--- src/rtl/async_fifo_if.sv ---
// async_fifo_if -- handshake/data bundle for async_fifo.
//   W_INC   : write request for the current cycle
//   WR_DATA : write word
//   R_INC   : pop request for the current cycle
//   RD_DATA : head-of-queue word (show-ahead)
//   FULL    : writes are ignored while high
//   EMPTY   : pops are ignored while high
// The master drives the requests. The slave (the FIFO) drives the data
// and status back.
interface async_fifo_if #(
    parameter int DATA_WIDTH = 8
);
    logic                  W_INC;
    logic [DATA_WIDTH-1:0] WR_DATA;
    logic                  R_INC;
    logic [DATA_WIDTH-1:0] RD_DATA;
    logic                  FULL;
    logic                  EMPTY;

    modport master (output W_INC, WR_DATA, R_INC, input RD_DATA, FULL, EMPTY);
    modport slave  (input W_INC, WR_DATA, R_INC, output RD_DATA, FULL, EMPTY);
endinterface

--- src/rtl/async_fifo.sv ---
// async_fifo -- single-clock FIFO whose pointers reach the opposite side
// through a num_stages-deep register chain. Each side sees the other side's
// pointer as it was num_stages edges earlier. This gives the FULL/EMPTY
// release latency of an async FIFO, and the whole block runs on one clock.
//
// Ports:
//   CLK : clock; all state updates on the rising edge
//   RST : asynchronous active-low reset; clears pointers, chains and storage
//   bus : async_fifo_if.slave carrying W_INC/WR_DATA/R_INC/RD_DATA/FULL/EMPTY
//
// Pointers count 0..2*DATA_DEPTH-1. The extra lap distinguishes the full
// state from the empty state even when DATA_DEPTH is not a power of two.
module async_fifo #(
    parameter int ADDR_WIDTH = 3,
    parameter int ptr_width  = 4,
    parameter int DATA_WIDTH = 8,
    parameter int DATA_DEPTH = 6,
    parameter int num_stages = 2
) (
    input  logic          CLK,
    input  logic          RST,
    async_fifo_if.slave   bus
);
    localparam logic [ptr_width-1:0] PTR_LAST  = ptr_width'(2 * DATA_DEPTH - 1);
    localparam logic [ptr_width-1:0] PTR_DEPTH = ptr_width'(DATA_DEPTH);
    localparam logic [ptr_width:0]   DIFF_SPAN = (ptr_width + 1)'(2 * DATA_DEPTH);
    localparam logic [ptr_width:0]   DIFF_FULL = (ptr_width + 1)'(DATA_DEPTH);

    logic [DATA_WIDTH-1:0] mem [DATA_DEPTH];
    logic [ptr_width-1:0]  wptr, rptr;
    logic [ptr_width-1:0]  wq [num_stages];   // write pointer as seen by the read side
    logic [ptr_width-1:0]  rq [num_stages];   // read pointer as seen by the write side
    logic [ptr_width-1:0]  wsync, rsync;
    logic [ADDR_WIDTH-1:0] wslot, rslot;
    logic [ptr_width:0]    diff;
    logic                  full, empty, wr_en, rd_en;

    assign wsync = wq[num_stages-1];
    assign rsync = rq[num_stages-1];

    // The slot is the pointer mod DATA_DEPTH. A pointer is always below
    // 2*DATA_DEPTH, so one conditional subtract is enough.
    assign wslot = ADDR_WIDTH'((wptr >= PTR_DEPTH) ? wptr - PTR_DEPTH : wptr);
    assign rslot = ADDR_WIDTH'((rptr >= PTR_DEPTH) ? rptr - PTR_DEPTH : rptr);

    // Occupancy seen by the write side: (wptr - rsync) mod 2*DATA_DEPTH.
    always_comb begin
        diff = {1'b0, wptr} - {1'b0, rsync};
        if (wptr < rsync) diff = diff + DIFF_SPAN;
    end

    assign full  = (diff == DIFF_FULL);
    assign empty = (rptr == wsync);
    assign wr_en = bus.W_INC && !full;
    assign rd_en = bus.R_INC && !empty;

    assign bus.FULL    = full;
    assign bus.EMPTY   = empty;
    assign bus.RD_DATA = mem[rslot];

    always_ff @(posedge CLK or negedge RST) begin
        if (!RST) begin
            wptr <= '0;
            rptr <= '0;
        end else begin
            if (wr_en) wptr <= (wptr == PTR_LAST) ? '0 : wptr + 1'b1;
            if (rd_en) rptr <= (rptr == PTR_LAST) ? '0 : rptr + 1'b1;
        end
    end

    // Publish chains: stage 0 takes the live pointer, and the last stage is
    // the copy that the opposite side compares against.
    always_ff @(posedge CLK or negedge RST) begin
        if (!RST) begin
            for (int i = 0; i < num_stages; i++) begin
                wq[i] <= '0;
                rq[i] <= '0;
            end
        end else begin
            wq[0] <= wptr;
            rq[0] <= rptr;
            for (int i = 1; i < num_stages; i++) begin
                wq[i] <= wq[i-1];
                rq[i] <= rq[i-1];
            end
        end
    end

    // Storage is cleared on reset so RD_DATA reads 0 while empty after reset.
    // A pop leaves the popped word in place.
    always_ff @(posedge CLK or negedge RST) begin
        if (!RST) begin
            for (int i = 0; i < DATA_DEPTH; i++) mem[i] <= '0;
        end else if (wr_en) begin
            mem[wslot] <= bus.WR_DATA;
        end
    end
endmodule

--- src/flat_wrapper.sv ---
// flat-port wrapper written by rule: the top's interface ports become plain ports
module async_fifo_flat 
#(
    parameter int ADDR_WIDTH = 3,
    parameter int ptr_width  = 4,
    parameter int DATA_WIDTH = 8,
    parameter int DATA_DEPTH = 6,
    parameter int num_stages = 2
)
  (CLK, RST, bus_W_INC, bus_WR_DATA, bus_R_INC, bus_RD_DATA, bus_FULL, bus_EMPTY);
  async_fifo_if #(.DATA_WIDTH(DATA_WIDTH)) bus_i ();
  input  logic CLK;
  input  logic RST;
  input wire logic [$bits(bus_i.W_INC)-1:0] bus_W_INC;
  input wire logic [$bits(bus_i.WR_DATA)-1:0] bus_WR_DATA;
  input wire logic [$bits(bus_i.R_INC)-1:0] bus_R_INC;
  output wire logic [$bits(bus_i.RD_DATA)-1:0] bus_RD_DATA;
  output wire logic [$bits(bus_i.FULL)-1:0] bus_FULL;
  output wire logic [$bits(bus_i.EMPTY)-1:0] bus_EMPTY;
  assign bus_i.W_INC = bus_W_INC;
  assign bus_i.WR_DATA = bus_WR_DATA;
  assign bus_i.R_INC = bus_R_INC;
  assign bus_RD_DATA = bus_i.RD_DATA;
  assign bus_FULL = bus_i.FULL;
  assign bus_EMPTY = bus_i.EMPTY;
  async_fifo #(.ADDR_WIDTH(ADDR_WIDTH), .ptr_width(ptr_width), .DATA_WIDTH(DATA_WIDTH), .DATA_DEPTH(DATA_DEPTH), .num_stages(num_stages)) u_core (.CLK(CLK), .RST(RST), .bus(bus_i));
endmodule
--- config.mk ---
export PLATFORM = sky130hd
export DESIGN_NAME = async_fifo_flat
export DESIGN_NICKNAME = d
export VERILOG_FILES = /design/src/rtl/async_fifo_if.sv /design/src/rtl/async_fifo.sv /design/src/flat_wrapper.sv
export SDC_FILE = /design/constraint.sdc
export NUM_CORES = 1
export LEC_CHECK = 0
export ABC_AREA = 1
export CAP_MARGIN = 40
export CORE_MARGIN = 5
export CORE_UTILIZATION = 45
export CTS_BUF_LIST = sky130_fd_sc_hd__clkbuf_4 sky130_fd_sc_hd__clkbuf_8 sky130_fd_sc_hd__clkbuf_16
export DETAILED_ROUTE_END_ITERATION = 10
export GPL_ROUTABILITY_DRIVEN = 0
export GPL_TIMING_DRIVEN = 0
export PLACE_DENSITY_LB_ADDON = 0.25
export REMOVE_ABC_BUFFERS = 1
export SYNTH_ARGS = -nofsm -noshare
export SYNTH_HDL_FRONTEND = slang
export SYNTH_SLANG_ARGS = --single-unit
export TNS_END_PERCENT = 1
--- constraint.sdc ---
create_clock -name CLK -period 6.9 [get_ports CLK]
set_input_delay 1.38 -clock CLK [delete_from_list [all_inputs] [get_ports CLK]]
set_output_delay 1.38 -clock CLK [all_outputs]
set_load 0.05 [all_outputs]
# Word-level counts from Yosys, hierarchy flattened
# Index checks and enable logic that the tools add are counted.
# word_totals
output_inout_bits,10
word_cells,46
reg_bits,72
# classes
add_sub_neg,6
muxes,11
n_reduce_logical,5
order_cmp,6
n_eq_ne,4
bitwise_logic,2
# ops
cell,n
48-bit bitwise mux,1
8-bit binary-select mux with 3-bit select,1
8-bit demux with 3-bit select,1
8-bit two-way mux,3
"4-bit by 1-bit adder with 4-bit output, second input constant",2
"4-bit == test, second input constant",2
"4-bit by 3-bit >= comparator with 1-bit output, second input constant",2
"4-bit >= comparator, second input constant",2
4-bit two-way mux,2
3-bit NOT with 4-bit output,2
3-bit two-way mux,2
"3-bit subtractor, second input constant",2
"5-bit by 4-bit adder with 5-bit output, second input constant",1
"5-bit by 3-bit == test with 1-bit output, second input constant",1
5-bit two-way mux,1
4-bit by 4-bit subtractor with 5-bit output,1
4-bit == test,1
"4-bit by 1-bit < comparator with 1-bit output, second input constant",1
4-bit < comparator,1
1-bit logical AND,3
1-bit logical NOT,2

# Logic depth before layout (Yosys ltp)
# Gate-level depths: netlist (run 1).
# logic_depth
word_depth,8
ltp_mapped,18

# Worst setup path before layout (run 1)
# Ideal clock, no wire load.
# synth_path
path_kind,flip-flop to output port
startpoint,register u_core.rptr[0]
endpoint,output bus_RD_DATA[0]
path_slack_ns,2.639
path_stages_with_launch,10
t_required_ns,5.520
arrival_time_ns,2.881
path_cell_list,dfrtp_1 -> buf_2 -> clkinv_1 -> clkbuf_1 -> ha_1 -> nor3_1 -> o21ai_2 -> nor2_1 -> inv_1 -> o21ai_0
# synth_via
elab_chain_len,6
# synth_rtl
item,line_no,rtl
start: declaration,async_fifo.sv:30,"logic [ptr_width-1:0] wptr, rptr;"
start signal: assignment,async_fifo.sv:67,if (rd_en) rptr <= (rptr == PTR_LAST) ? '0 : rptr + 1'b1;
4-bit by 3-bit >= comparator with 1-bit output or 3-bit subtractor (tied branches),async_fifo.sv:44,assign rslot = ADDR_WIDTH'((rptr >= PTR_DEPTH) ? rptr - PTR_DEPTH : rptr);
3-bit two-way mux *,async_fifo.sv:44,
3-bit NOT with 4-bit output (not written as such) *,async_fifo.sv:59,assign bus.RD_DATA = mem[rslot];
8-bit binary-select mux with 3-bit select *,async_fifo.sv:59,
8-bit two-way mux (not written as such) * (2 in a row),async_fifo.sv:59,
end: declaration,flat_wrapper.sv:17,output wire logic [$bits(bus_i.RD_DATA)-1:0] bus_RD_DATA;
# Mark *: on every way between the ends. The rest lies on a longest branch, timed or not. The select of a mux whose other input is x is not followed.

# Worst setup path after layout (run 1)
# layout_path
startpoint,register u_core.rptr[0]
endpoint,output bus_RD_DATA[4]
# The elaborated chain is that of the path after synthesis.

==> results of run 1 <==
final timing paths:
kind,startpoint,endpoint,slack [ns],depth (start not counted)
min in group asynchronous,RST,u_core.wptr[2],0.85,1
max reg2reg,u_core.wptr[0],u_core.mem[42],3.72,16
min reg2reg,u_core.wq[5],u_core.wsync[1],0.35,0
max,u_core.rptr[0],bus_RD_DATA[4],1.22,9
min,u_core.wq[5],u_core.wsync[1],0.35,0
max in group asynchronous,RST,u_core.mem[42],5.52,2
synth_stat cells:
cell	count	area (sq um)
a21o_1	3	22.5
a21oi_1	5	25.0
a21oi_4	1	16.3
buf_1	5	18.8
buf_12	1	20.0
buf_2	2	10.0
buf_4	1	7.51
buf_6	5	56.3
clkbuf_1	3	11.3
clkbuf_8	1	13.8
clkinv_1	1	3.75
dfrtp_1	72	1800
ha_1	11	138
inv_1	22	82.6
inv_2	2	7.51
inv_4	1	6.26
mux2i_1	8	80.1
nand2_1	169	634
nand2_2	6	37.5
nand2_4	6	67.6
nand3_1	14	70.1
nand3_4	7	123
nand4_1	49	307
nor2_1	6	22.5
nor2_8	6	120
nor3_1	1	5.00
o211ai_1	6	45.0
o21ai_0	17	85.1
o21ai_2	2	17.5
o31ai_1	1	7.51
xnor2_1	4	35.0
xor2_1	2	17.5
registers in the layout, indices dropped and copies added, names as in the netlist:
signal,cells
u_core.wq,4
u_core.mem,48
u_core.wptr,4
u_core.rsync,4
u_core.rq,4
u_core.wsync,4
u_core.rptr,4
stage by stage:
stage | util (%) | setup WS, ns | area, sq um
after floorplan | - | 2.06 | 3780
after global placement | 48.0 | 0.966 | 4120
after detailed placement | 49.0 | 1.50 | 4210
after CTS | 51.1 | 1.10 | 4390
after global routing | 51.1 | 0.861 | 4390
final | 51.1 | 1.22 | 4390
cell families (layout without fill, tap and decap cells):
kind of cell / after synthesis / count (layout) / share of synthesized area [%]
XOR/XNOR: 6 / 6 / 1.34
AO/OA/AOI/OAI: 35 / 35 / 5.59
flip-flops: 72 / 72 / 46.0
adder cells (fa/ha/maj): 11 / 11 / 3.52
AND/OR/NAND/NOR: 264 / 264 / 35.4
multiplexers: 8 / 8 / 2.05
buffers and inverters: 44 / 65 / 6.07
critical path, delay by kind of cell (launching register included):
kind	cells	cell delay, ns
AOI/OAI and AO/OA	4	0.84
adders and majority gates	1	0.46
buffers and inverters	3	1.69
DFF	1	0.81
and+or+nand+nor	1	0.16
metal layers:
| layer | share of wire [%] | GRT usage [%] |
|---|---|---|
| met1 | 46 | 23.2 |
| met2 | 49 | 27.5 |
| met3 | 2.8 | 2.28 |
| met4 | 1.7 | 6.97 |
| met5 | 0 | 0 |
cell type report:
cell class | count | area (sq um) | share of cell area [%]
well taps | 108 | 135 | 3.08
inverters | 26 | 100 | 2.28
repair buffers | 25 | 298 | 6.78
clock buffers | 14 | 180 | 4.10
multi-input cells | 324 | 1880 | 42.7
flip-flops and latches | 72 | 1800 | 41.0
==> flow_summary.json, run 1 <==
{
  "synthesis.area_sq_um": 3920,
  "syn_to_final_growth_pct": 12.1,
  "final_antenna_net_count": 0,
  "worstSetupEndpointType": "output pin",
  "wirelength_um": 8240,
  "required_ns": 5.52,
  "max_freq_ghz": 0.176,
  "cts_buffers": 9,
  "root_buffer": "clkbuf_8",
  "stdcell_count": 569,
  "num-fill-cells": 807,
  "synth_seq_cells": 72,
  "rows": 34,
  "post-cts-setup-buffer-count": 0,
  "final_common_cell": "nand2_1",
  "hp-class": "reg -> reg",
  "die-area_sq_um": 10700,
  "drt-pass1-iter-count": 4,
  "grt_overflow": 0,
  "nets": 481,
  "fp.dieH_um": 103,
  "post_drt_wl_per_cell_um": 14.5,
  "crit_path_start_kind": "flop",
  "tns_ns": 0,
  "grt_pass1_vias": 2931,
  "dp_hpwl_um": 5700,
  "slew_headroom_pct": 50.4,
  "drtIter0Drc": 146,
  "final_cell_mix": "169 x nand2_1, 72 x dfrtp_1, 49 x nand4_1, 22 x inv_1, 19 x clkdlybuf4s50_1",
  "cp_slowest_cell": "dfrtp_1",
  "insertion_delay_ns": 0.34,
  "viasPerCell": 5.32,
  "drv_slew": 0,
  "drive_gt1_share_pct": 11.1,
  "crit_fanout": 19,
  "status": "finished clean",
  "crit_arrival_ns": 4.30,
  "clkTransAtPathRegs_ns": 0.07,
  "critPathKind": "reg -> out",
  "grt_pass1_wl_um": 14100,
  "htree_levels": 3,
  "cp_slowest_stage_delay_ns": 0.81,
  "cts_resized": 0,
  "yosysSeqAreaShare_pct": 46.0,
  "fin_skew_ns": 0.00406,
  "dp.cells": 555,
  "portBuffers": 21,
  "tightest_slew_ns": 0.743,
  "rsz0062_at_grt": "no",
  "start_util_pct": 45.6,
  "vias": 3027,
  "hold_violations": 0,
  "core_area_sq_um": 8590,
  "hold_buffers": 0,
  "drc_errors": 0,
  "cts.path.max_buffers": 2,
  "die_w_um": 103,
  "finalSetupViolCount": 0,
  "period_needed_ns": 5.68,
  "cts_sinks": 72,
  "period_share_pct": 82.3,
  "grt_usage_pct": 17.1,
  "synth.distinct_cells": 32,
  "crit_chain": "clkinv_1 > ha_1 > o211ai_1 > o21ai_2 > nor2_1 > inv_1 > a21oi_1 > a21o_1 > clkdlybuf4s50_1",
  "antenna_cells": 0,
  "antenna_found_initial": 0,
  "grt_max_degree": 68,
  "synth_cells": 440,
  "whs_ns": 0.348,
  "synth.avg_cell_area_sq_um": 8.90,
  "cts_tree": "done",
  "maxCapViolations": 0,
  "yosysWarnings": 0,
  "boundaryPins": 22
}
Power of run 1 is not shown: default switching activity piles up to over one toggle a cycle in this logic, so the estimate is an artifact.
==> run 2, diff against run 1 <==
==> constraint.sdc (replaced) <==
create_clock -name CLK -period 5.1 [get_ports CLK]
set_input_delay 1.02 -clock CLK [delete_from_list [all_inputs] [get_ports CLK]]
set_output_delay 1.02 -clock CLK [all_outputs]
set_load 0.05 [all_outputs]
==> flow_summary.json, run 2 (synthesis results as in run 1) <==
{
  "htree_levels": 3,
  "antenna_cells": 0,
  "crit_path_start_kind": "flop",
  "num-fill-cells": 806,
  "required_ns": 4.08,
  "fin_skew_ns": 0.00435,
  "portBuffers": 21,
  "final_cell_mix": "169 x nand2_1, 71 x dfrtp_1, 49 x nand4_1, 22 x inv_1, 19 x clkdlybuf4s50_1",
  "nets": 481,
  "start_util_pct": 45.6,
  "grt_pass1_wl_um": 14100,
  "cts.path.max_buffers": 2,
  "drtIter0Drc": 146,
  "period_needed_ns": 4.71,
  "crit_arrival_ns": 3.69,
  "root_buffer": "clkbuf_8",
  "boundaryPins": 22,
  "dp_hpwl_um": 5700,
  "grt_pass1_vias": 2931,
  "final_antenna_net_count": 0,
  "slew_headroom_pct": 50.8,
  "period_share_pct": 92.4,
  "viasPerCell": 5.31,
  "regMostFlops": "u_core.mem",
  "grt_overflow": 0,
  "finalSetupViolCount": 0,
  "worstSetupEndpointType": "output pin",
  "crit_fanout": 21,
  "rows": 34,
  "cts_sinks": 72,
  "max_freq_ghz": 0.212,
  "clkTransAtPathRegs_ns": 0.06,
  "dp.cells": 555,
  "grt_usage_pct": 17.1,
  "drive_gt1_share_pct": 11.5,
  "fp.dieH_um": 103,
  "maxCapViolations": 0,
  "post-cts-setup-buffer-count": 0,
  "insertion_delay_ns": 0.34,
  "die-area_sq_um": 10700,
  "hold_violations": 0,
  "wirelength_um": 8260,
  "stdcell_count": 569,
  "status": "finished clean",
  "drv_slew": 0,
  "rsz0062_at_grt": "no",
  "final_common_cell": "nand2_1",
  "core_area_sq_um": 8590,
  "antenna_found_initial": 0,
  "drt-pass1-iter-count": 4,
  "vias": 3019,
  "hp-class": "reg -> reg",
  "grt_max_degree": 68,
  "syn_to_final_growth_pct": 12.2,
  "critPathKind": "reg -> out",
  "tightest_slew_ns": 0.739,
  "die_w_um": 103,
  "largest_reg_flops": 48,
  "drc_errors": 0,
  "cts_tree": "done",
  "post_drt_wl_per_cell_um": 14.5,
  "cts_buffers": 9
}
==> run 2: final timing paths <==
kind                                start         endpoint  slack, ns  cells after the start
max                        u_core.wptr[0]         bus_FULL       0.39                     14
min reg2reg                  u_core.wq[5]  u_core.wsync[1]       0.35                      0
max reg2reg                u_core.wptr[0]   u_core.mem[42]       1.92                     16
min                          u_core.wq[5]  u_core.wsync[1]       0.35                      0
min in group asynchronous             RST   u_core.wptr[2]       0.49                      1
max in group asynchronous             RST   u_core.mem[42]       4.08                      2
==> run 2: layer usage <==
layer	up-vias	global-route usage, %	share of wire [%]
li1	1513	-	-
met1	1433	23.2	46
met2	61	27.5	49
met3	12	2.28	2.9
met4	0	6.97	1.7
met5	-	0	0
==> run 2: cell type report <==
class	count	area (sq um)	area share (%)
Clock buffer	14	180	4.10
Inverter	26	101	2.31
Multi-Input combinational cell	324	1880	42.7
Sequential cell	72	1800	41.0
Tap cell	108	135	3.08
Timing Repair Buffer	25	298	6.78
==> run 2: what timing repair did <==
item / CTS / global route
endpoints found under the setup margin: 8 / 8
gates resized for setup: 1 / 1
hold buffers: 0 / 0
pin swaps: 0 / 0
gates cloned: 0 / 0
==> run 2: worst max-delay path, cell delays in order (launching register included) <==
cell and delay [ns]:
dfrtp_1 0.80, inv_4 0.21, ha_1 0.24, inv_1 0.07, nand2_1 0.07, nand2_1 0.08
nand2_1 0.07, nand2_1 0.07, nand2_1 0.07, ha_1 0.28, nand3_1 0.07, nand2_1 0.09
nand2_2 0.28, inv_1 0.14, clkdlybuf4s50_1 0.81
==> run 2: stage by stage <==
stage               setup TNS, ns  setup slack (ns)  instance area, sq um  util [%]  hold WS [ns]
global placement            -3.06            -0.474                  4120      48.0         0.334
floorplan                       0             0.617                  3780         -         0.331
global route                    0             0.117                  4390      51.1         0.349
detailed placement              0            0.0596                  4210      49.0         0.335
CTS                             0            0.0433                  4390      51.1         0.348
finish                          0             0.388                  4390      51.1         0.348
Power of run 2 is left out for the same reason.
